File: src/rtl/sp_pkg.sv
// sp_pkg: opcodes, FSM states and instruction field helpers for sp_param_core
package sp_pkg;
  typedef enum logic [3:0] {
    OP_NOP  = 4'd0,
    OP_LDI  = 4'd1,
    OP_MOV  = 4'd2,
    OP_ADD  = 4'd3,
    OP_SUB  = 4'd4,
    OP_AND  = 4'd5,
    OP_OR   = 4'd6,
    OP_XOR  = 4'd7,
    OP_SHL  = 4'd8,
    OP_SHR  = 4'd9,
    OP_MUL  = 4'd10,
    OP_OUT  = 4'd11,
    OP_ADDI = 4'd12
  } opcode_e;

  typedef enum logic [1:0] {IDLE, EXEC, MUL} state_e;

  // instruction layout is {op[3:0], rd[raw], rs[raw], imm[dw]}, MSB to LSB
  function automatic logic [3:0] op_of(input logic [63:0] ins, input int raw, input int dw);
    return 4'(ins >> (2 * raw + dw));
  endfunction

  function automatic logic [31:0] rd_of(input logic [63:0] ins, input int raw, input int dw);
    return 32'((ins >> (raw + dw)) & ((64'd1 << raw) - 64'd1));
  endfunction

  function automatic logic [31:0] rs_of(input logic [63:0] ins, input int raw, input int dw);
    return 32'((ins >> dw) & ((64'd1 << raw) - 64'd1));
  endfunction

  function automatic logic [31:0] imm_of(input logic [63:0] ins, input int dw);
    return 32'(ins & ((64'd1 << dw) - 64'd1));
  endfunction
endpackage

File: src/rtl/sp_mul_seq.sv
// sp_mul_seq: iterative shift-add unsigned multiplier, one multiplier bit per cycle over DW cycles
module sp_mul_seq #(
  parameter int DW = 8
) (
  input  logic            clk,
  input  logic            rst,
  input  logic            start,
  input  logic [DW-1:0]   a,
  input  logic [DW-1:0]   b,
  output logic            done,
  output logic [2*DW-1:0] prod
);
  localparam int CW = $clog2(DW);

  logic [2*DW-1:0] acc_q, mcand_q;
  logic [DW-1:0]   mplier_q;
  logic [CW-1:0]   cnt_q;
  logic            run_q;

  // prod already folds in the current bit, so it is the full product in the done cycle
  always_comb begin
    prod = acc_q + (mplier_q[0] ? mcand_q : '0);
    done = run_q && (cnt_q == CW'(DW - 1));
  end

  // capture operands on start, then retire one multiplier bit per cycle
  always_ff @(posedge clk) begin
    if (!rst) begin
      acc_q    <= '0;
      mcand_q  <= '0;
      mplier_q <= '0;
      cnt_q    <= '0;
      run_q    <= 1'b0;
    end else if (start) begin
      acc_q    <= '0;
      mcand_q  <= {{DW{1'b0}}, a};
      mplier_q <= b;
      cnt_q    <= '0;
      run_q    <= 1'b1;
    end else if (run_q) begin
      acc_q    <= prod;
      mcand_q  <= mcand_q << 1;
      mplier_q <= mplier_q >> 1;
      cnt_q    <= cnt_q + 1'b1;
      if (done) run_q <= 1'b0;
    end
  end
endmodule

File: src/rtl/sp_param_core.sv
// sp_param_core: parametrised streaming processor core; define SP_SAT_EN for saturating ADD/ADDI/SUB/MUL
module sp_param_core
  import sp_pkg::*;
#(
  parameter int DW   = 8,
  parameter int NREG = 4
) (
  input  logic                            clk,
  input  logic                            rst,
  input  logic                            in_valid,
  input  logic [4+2*$clog2(NREG)+DW-1:0]  instruction,
  output logic                            busy,
  output logic                            out_valid,
  output logic [DW-1:0]                   out
);
  localparam int RAW = $clog2(NREG);
  localparam int IW  = 4 + 2 * RAW + DW;
  localparam int SW  = $clog2(DW);
`ifdef SP_SAT_EN
  localparam bit SAT = 1'b1;
`else
  localparam bit SAT = 1'b0;
`endif

  state_e          state_q;
  logic            busy_q, out_valid_q;
  logic [DW-1:0]   out_q;
  logic [IW-1:0]   instr_q;
  logic [DW-1:0]   r_q [NREG];

  opcode_e         op;
  logic [3:0]      in_op;
  logic [RAW-1:0]  rd, rs, in_rd, in_rs;
  logic [DW-1:0]   imm, a, b, res_d, mul_d;
  logic [DW:0]     sum, dif;
  logic            wr_d, accept, mul_start, mul_done;
  logic [2*DW-1:0] prod;

  assign busy      = busy_q;
  assign out_valid = out_valid_q;
  assign out       = out_q;

  // decode both the incoming and the latched instruction
  always_comb begin
    in_op     = op_of(64'(instruction), RAW, DW);
    in_rd     = RAW'(rd_of(64'(instruction), RAW, DW));
    in_rs     = RAW'(rs_of(64'(instruction), RAW, DW));
    accept    = in_valid && !busy_q && state_q == IDLE;
    mul_start = accept && in_op == OP_MUL;
    op        = opcode_e'(op_of(64'(instr_q), RAW, DW));
    rd        = RAW'(rd_of(64'(instr_q), RAW, DW));
    rs        = RAW'(rs_of(64'(instr_q), RAW, DW));
    imm       = DW'(imm_of(64'(instr_q), DW));
  end

  // single-cycle ALU; the extra carry/borrow bit drives optional saturation
  always_comb begin
    a     = r_q[rd];
    b     = r_q[rs];
    sum   = {1'b0, a} + {1'b0, op == OP_ADDI ? imm : b};
    dif   = {1'b0, a} - {1'b0, b};
    mul_d = (SAT && |prod[2*DW-1:DW]) ? '1 : prod[DW-1:0];
    wr_d  = 1'b1;
    res_d = a;
    case (op)
      OP_LDI:          res_d = imm;
      OP_MOV:          res_d = b;
      OP_ADD, OP_ADDI: res_d = (SAT && sum[DW]) ? '1 : sum[DW-1:0];
      OP_SUB:          res_d = (SAT && dif[DW]) ? '0 : dif[DW-1:0];
      OP_AND:          res_d = a & b;
      OP_OR:           res_d = a | b;
      OP_XOR:          res_d = a ^ b;
      OP_SHL:          res_d = a << imm[SW-1:0];
      OP_SHR:          res_d = a >> imm[SW-1:0];
      default:         wr_d  = 1'b0;
    endcase
  end

  // operands come straight from the register file, which is stable while idle
  sp_mul_seq #(.DW(DW)) u_mul (
    .clk   (clk),
    .rst   (rst),
    .start (mul_start),
    .a     (r_q[in_rd]),
    .b     (r_q[in_rs]),
    .done  (mul_done),
    .prod  (prod)
  );

  // control FSM with register file writeback and registered outputs
  always_ff @(posedge clk) begin
    if (!rst) begin
      state_q     <= IDLE;
      busy_q      <= 1'b0;
      out_valid_q <= 1'b0;
      out_q       <= '0;
      instr_q     <= '0;
      for (int i = 0; i < NREG; i++) r_q[i] <= '0;
    end else begin
      out_valid_q <= 1'b0;
      case (state_q)
        IDLE: if (accept) begin
          instr_q <= instruction;
          busy_q  <= 1'b1;
          state_q <= in_op == OP_MUL ? MUL : EXEC;
        end
        EXEC: begin
          if (wr_d) r_q[rd] <= res_d;
          if (op == OP_OUT) begin
            out_q       <= r_q[rd];
            out_valid_q <= 1'b1;
          end
          busy_q  <= 1'b0;
          state_q <= IDLE;
        end
        MUL: if (mul_done) begin
          r_q[rd] <= mul_d;
          busy_q  <= 1'b0;
          state_q <= IDLE;
        end
        default: state_q <= IDLE;
      endcase
    end
  end
endmodule

File: config.mk
export PLATFORM = sky130hd
export DESIGN_NAME = sp_param_core
export DESIGN_NICKNAME = d
export VERILOG_FILES = /design/src/rtl/sp_pkg.sv /design/src/rtl/sp_mul_seq.sv /design/src/rtl/sp_param_core.sv
export SDC_FILE = /design/constraint.sdc
export NUM_CORES = 1
export LEC_CHECK = 0
export BUFFER_PORTS_ARGS = -buffer_cell sky130_fd_sc_hd__clkbuf_2
export CAP_MARGIN = 15
export CORE_AREA = 3 3 145 147
export DETAILED_ROUTE_END_ITERATION = 10
export DIE_AREA = 0 0 148 150
export GPL_ROUTABILITY_DRIVEN = 0
export GPL_TIMING_DRIVEN = 0
export HOLD_SLACK_MARGIN = 0.03
export SETUP_SLACK_MARGIN = 0.15
export SLEW_MARGIN = 20
export SYNTH_ARGS = -nofsm -noshare
export SYNTH_HDL_FRONTEND = slang
export SYNTH_HIERARCHICAL = 1
export SYNTH_SLANG_ARGS = --single-unit
File: constraint.sdc
create_clock -name clk -period 5 [get_ports clk]
set_input_delay 0.5 -clock clk [delete_from_list [all_inputs] [get_ports clk]]
set_output_delay 0.5 -clock clk [all_outputs]
set_load 0.1 [all_outputs]
# [Word-level counts from Yosys, hierarchy flattened]
# Memories as Yosys holds them, arrays and structs flattened. A register that Yosys moved wholly into a read port is not among the register bits.
# Cells that the tools add are included.
[word_totals] output_inout_bits=10 in_bits=19 mem_bits_rw=32 elab_cells=93 register_bits=72 memories=1
[memory_table] memory="r_q" words=4 word_bits=8 read_ports=4 rd_clocked_by_memory_dff=2 write_ports=4 line="sp_param_core.sv:29" text="logic [DW-1:0] r_q [NREG];"
[classes] eq_ne=17 add_sub_neg=4 reduce_logical=17 muxes=36 n_shift=2 n_bitwise=5
[op_table] op="$pmux 8 s9" count=1
[op_table] op="$mux 8" count=7
[op_table] op="$eq 4x4->1 const B" count=5
[op_table] op="$mux 1" count=17
[op_table] op="$add 16x16->16" count=1
[op_table] op="$eq 4x3->1 const B" count=4
[op_table] op="$mux 16" count=1
[op_table] op="$mux 2" count=8
[op_table] op="$reduce_or 10->1" count=1
[op_table] op="$add 8x8->8" count=1
[op_table] op="$and 8x8->8" count=1
[op_table] op="$eq 4x2->1 const B" count=2
[op_table] op="$or 8x8->8" count=1
[op_table] op="$reduce_and 2->1" count=4
[op_table] op="$reduce_or 8->1" count=1
[op_table] op="$shl 8x3->8" count=1
[op_table] op="$shr 8x3->8" count=1
[op_table] op="$sub 8x8->8" count=1
[op_table] op="$xor 8x8->8" count=1
[op_table] op="$eq 4x1->1 const B" count=1
[op_table] op="$logic_and 1x1->1" count=4
[op_table] op="$ne 2x2->1 const B" count=2
[op_table] op="$pmux 2 s2" count=1
[op_table] op="$reduce_or 2->1" count=2
[op_table] op="other kinds (12)" count=12

# [Longest topological paths before layout]
[logic_depth] depth_word=10 ltp_mapped=21 depth_no_buf=18

# [By module]
# The synthesis kept the hierarchy.
[modules_own_cells] module="sp_param_core" seq_area_each_um2=1601.5 area_per_inst_um2=5372.7 cells_per_inst=621 instances=1
[modules_own_cells] module="sp_mul_seq" seq_area_each_um2=880.8 area_per_inst_um2=2683.8 cells_per_inst=313 instances=1

# [Worst setup path before layout]
# OpenSTA, ideal clock, no wires.
[synth_timing] path_type="reg-to-reg" start="register instr_q[13]" end="memory r_q[0][7], data pin" arrival_ns=3.469 period_less_slack_ns=3.739 setup_ns=0.270 stages_incl_launch_ff=20 t_required_ns=4.730 path_slack_ns=1.261 n_path_buf=3 cell_sequence="dfxtp_1 -> buf_6 -> nand4bb_1 -> clkbuf_1 -> clkbuf_1 -> nor2_1 -> a21o_1 -> inv_1 -> ha_1 -> inv_1 -> nor2_1 -> mux2i_1 -> a21oi_1 -> ha_1 -> and2_1 -> a311oi_1 -> nor4_1 -> o21ba_2 -> mux2i_1 -> a21oi_1"
[synth_rtl] element="start, declared" line="sp_param_core.sv:28" text="logic [IW-1:0] instr_q;"
[synth_rtl] element="start signal, assigned" line="sp_param_core.sv:103" text="instr_q <= instruction;"
[synth_rtl] element="end, declared" line="sp_param_core.sv:29"

==> impl_metrics.py <==
metrics = {
    "die": {
        "fp-row-count": 52,
        "core-area_um2": 20040,
        "io-pin-count": 29,
        "floorplan.die_area_um2": 22200,
        "start_util_pct": 34.80,
        "dieHeight_um": 150,
        "die_width_um": 148,
    },
    "setup_path": {
        "r2r_cells": 19,
        "crit_path_category": "register to register",
        "slowest_delay_ns": 0.62,
        "r2r-start": "instr_q[13]",
        "worstPathArrival_ns": 4.69,
        "startpoint_types": "register",
        "startpoint": "instr_q[13]",
        "worst_r2r_endpoint": "r_q[3][2]",
        "timing.critical_path.required_ns": 5.10,
        "worst_setup_path_endpoint": "r_q[3][2]",
        "reg2reg_setup_slack_ns": 0.42,
        "worstPathMaxFanout": 10,
        "timing.critical_path.cells": "buf_6 -> nand4bb_1 -> clkbuf_1 -> clkbuf_2 -> nor2_1 -> a21o_1 -> inv_1 -> ha_1 -> xnor2_1 -> nor2_1 -> a21oi_1 -> ha_1 -> xnor2_1 -> nor3_1 -> o21ai_0 -> nand2_1 -> a2111oi_0 -> o21ai_1 -> a22o_1",
        "worst_path_max_delay_cell": "sky130_fd_sc_hd__a2111oi_0",
        "end_kind": "register",
    },
    "timing": {
        "setup-tns-final_ns": 0,
        "hold_ws_ns": 0.3609,
        "report.final.hold_viol_count": 0,
        "slew_viol_final": 0,
        "slew-limit-headroom_pct": 29.55,
        "tightestPinTransition_ns": 1.054,
        "minimum_setup_slack_in_the_final_design_ns": 0.4155,
        "clock_skew_ns": 0.008231,
        "maxClockFrequency_ghz": 0.2181,
        "timing.final.setup_violations": 0,
        "rsz0062_at_grt": "no",
        "finalCritPeriodShare_pct": 91.69,
        "layout_min_cycle_time_ns": 4.584,
    },
    "global_routing": {
        "antenna_found_initial": 0,
        "grt_util_all_layers_pct": 18.86,
        "grt_pass1_wl_mm": 32.69,
        "pin_count_of_the_biggest_net_entering_global_routing": 16,
        "first_global_vias": 5716,
        "globalRouteOverflowTotal": 0,
    },
    "synthesis": {
        "syn_inst": 805,
        "yosys_warnings": 6,
        "synthesis.nets": 864,
        "syn_area_um2": 6973,
        "synthesis.area_per_instance_um2": 8.662,
    },
    "clock_tree": {
        "cts_htree_levels": 3,
        "clk_transition_reported_paths_ns": 0.07,
        "cts_tree": "built",
        "root_buffer": "sky130_fd_sc_hd__clkbuf_16",
        "cts_made_buffers": 9,
        "cts_sinks": 92,
        "cts.path.max_buffers": 2,
        "hold_buffers": 0,
        "post-cts-setup-buffers": 0,
        "worst_skew_pair.late_latency_ns": 0.36,
        "post_cts.resized_instances": 0,
    },
    "route": {
        "per_cell_via_count_in_the_routed_design": 5.570,
        "wl_mm": 20.64,
        "wire_per_inst_um": 18.51,
        "ant_nets": 0,
        "residual_drc": 0,
        "first_pass_iters": 5,
        "via_count": 6211,
        "dr.first_iter.drc_count": 795,
    },
    "outcome": {
        "status": "finished, final reports clean",
    },
    "job": {
        "drv_cap": 0,
    },
    "layout": {
        "antennaDiodeCount": 0,
        "share_of_cells_above_drive_strength_1_pct": 12.78,
        "nNetsFinal": 899,
        "synthToLayoutAreaGrowth_pct": 10.91,
    },
    "hold_path": {
        "worst_hold_path.num_cells": 3,
        "min_path_type": "input pin to register",
    },
    "place": {
        "detailedPlacementHpwl_mm": 15.99,
        "port_buffers": 24,
        "pre_cts_ws_ns": 0.4025,
    },
    "power_and_ir_drop": {
        "total_power_w": 0.002191,
        "leakagePower_nw": 3.021,
        "cellPowerDensity_nw_per_um2": 283.3,
        "peakVddDrop_uv": 192.2,
    },
}
-- sequential cells by signal (all words and copies together), names as in the netlist, named ones only --
name,cells
u_mul/acc_q,8
out_valid,1
u_mul/run_q,1
busy,1
u_mul/mplier_q,8
state_q,2
u_mul/mcand_q,8
r_q,32
instr_q,16
out,8
u_mul/cnt_q,3
-- worst min-delay path by stage --
| stage | startpoint | to | slack, ns |
|---|---|---|---|
| after global routing | instruction[7] | instr_q[7] | 0.35 |
| after CTS | instruction[7] | instr_q[7] | 0.35 |
| final | instruction[7] | instr_q[7] | 0.36 |
| after global placement | instr_q[9] | instr_q[9] | 0.45 |
| after detailed placement | instr_q[8] | register | 0.45 |
| after floorplan | instr_q[8] | register | 0.44 |
-- layer usage --
metal  track usage [%]  share of wire [%]  routed length, um  vias to the layer above
met4             8.176                4.0                823                        0
met2             28.77                 44               9153                      262
met1             25.98                 44               9087                     2947
met3             3.876                7.6               1579                       52
li1                  -                  -                  -                     2950
met5                 0                  0                  0                        -
-- metrics by stage --
step / utilization [%] / instance area [um2] / instances
after floorplan: - / 6973 / 805
after global placement: 37.08 / 7431 / 1099
after detailed placement: 37.11 / 7437 / 1099
after CTS: 38.56 / 7727 / 1115
after global routing: 38.59 / 7734 / 1115
final: 38.59 / 7734 / 1115
-- area by class of cell --
class / instances / area, um2
Inverter: 37 / 138.9
Buffer: 59 / 262.8
Sequential cell: 92 / 2162
Clock inverter: 6 / 61.31
Multi-Input combinational cell: 617 / 4422
Timing Repair Buffer: 24 / 120.1
Fill cell: 2072 / 12310
Tap cell: 270 / 337.8
Clock buffer: 10 / 229.0
-- cells in the final DEF, fill, tap and decap left out, drive strengths merged, types with 8 or more instances in the layout --
master / count
nand3: 12
clkbuf: 72
inv: 39
mux2i: 35
a21oi: 65
edfxtp: 32
a211oi: 8
buf: 21
nor2b: 9
xnor2: 10
dfxtp: 60
a31oi: 10
mux4: 32
a21o: 13
nor2: 98
o21ai: 35
nand2b: 9
and2: 26
nand2: 103
ha: 38
nor3: 17
-- worst max-delay path: cells and delay by family (launching register included) --
| kind | cells | cell delay [ns] |
|---|---|---|
| compound gates | 6 | 1.79 |
| xor+xnor | 2 | 0.38 |
| fa+ha+maj | 2 | 0.46 |
| buf+inv | 4 | 0.94 |
| flops | 1 | 0.32 |
| simple gates | 5 | 0.43 |
-- report_power, final --
| group | internal, W | switching [W] |
|---|---|---|
| combinational | 0.000249 | 0.000417 |
| sequential | 0.000802 | 0.0000296 |
| clock | 0.000387 | 0.000307 |
No activity file was read; power rests on OpenSTA's default activity.
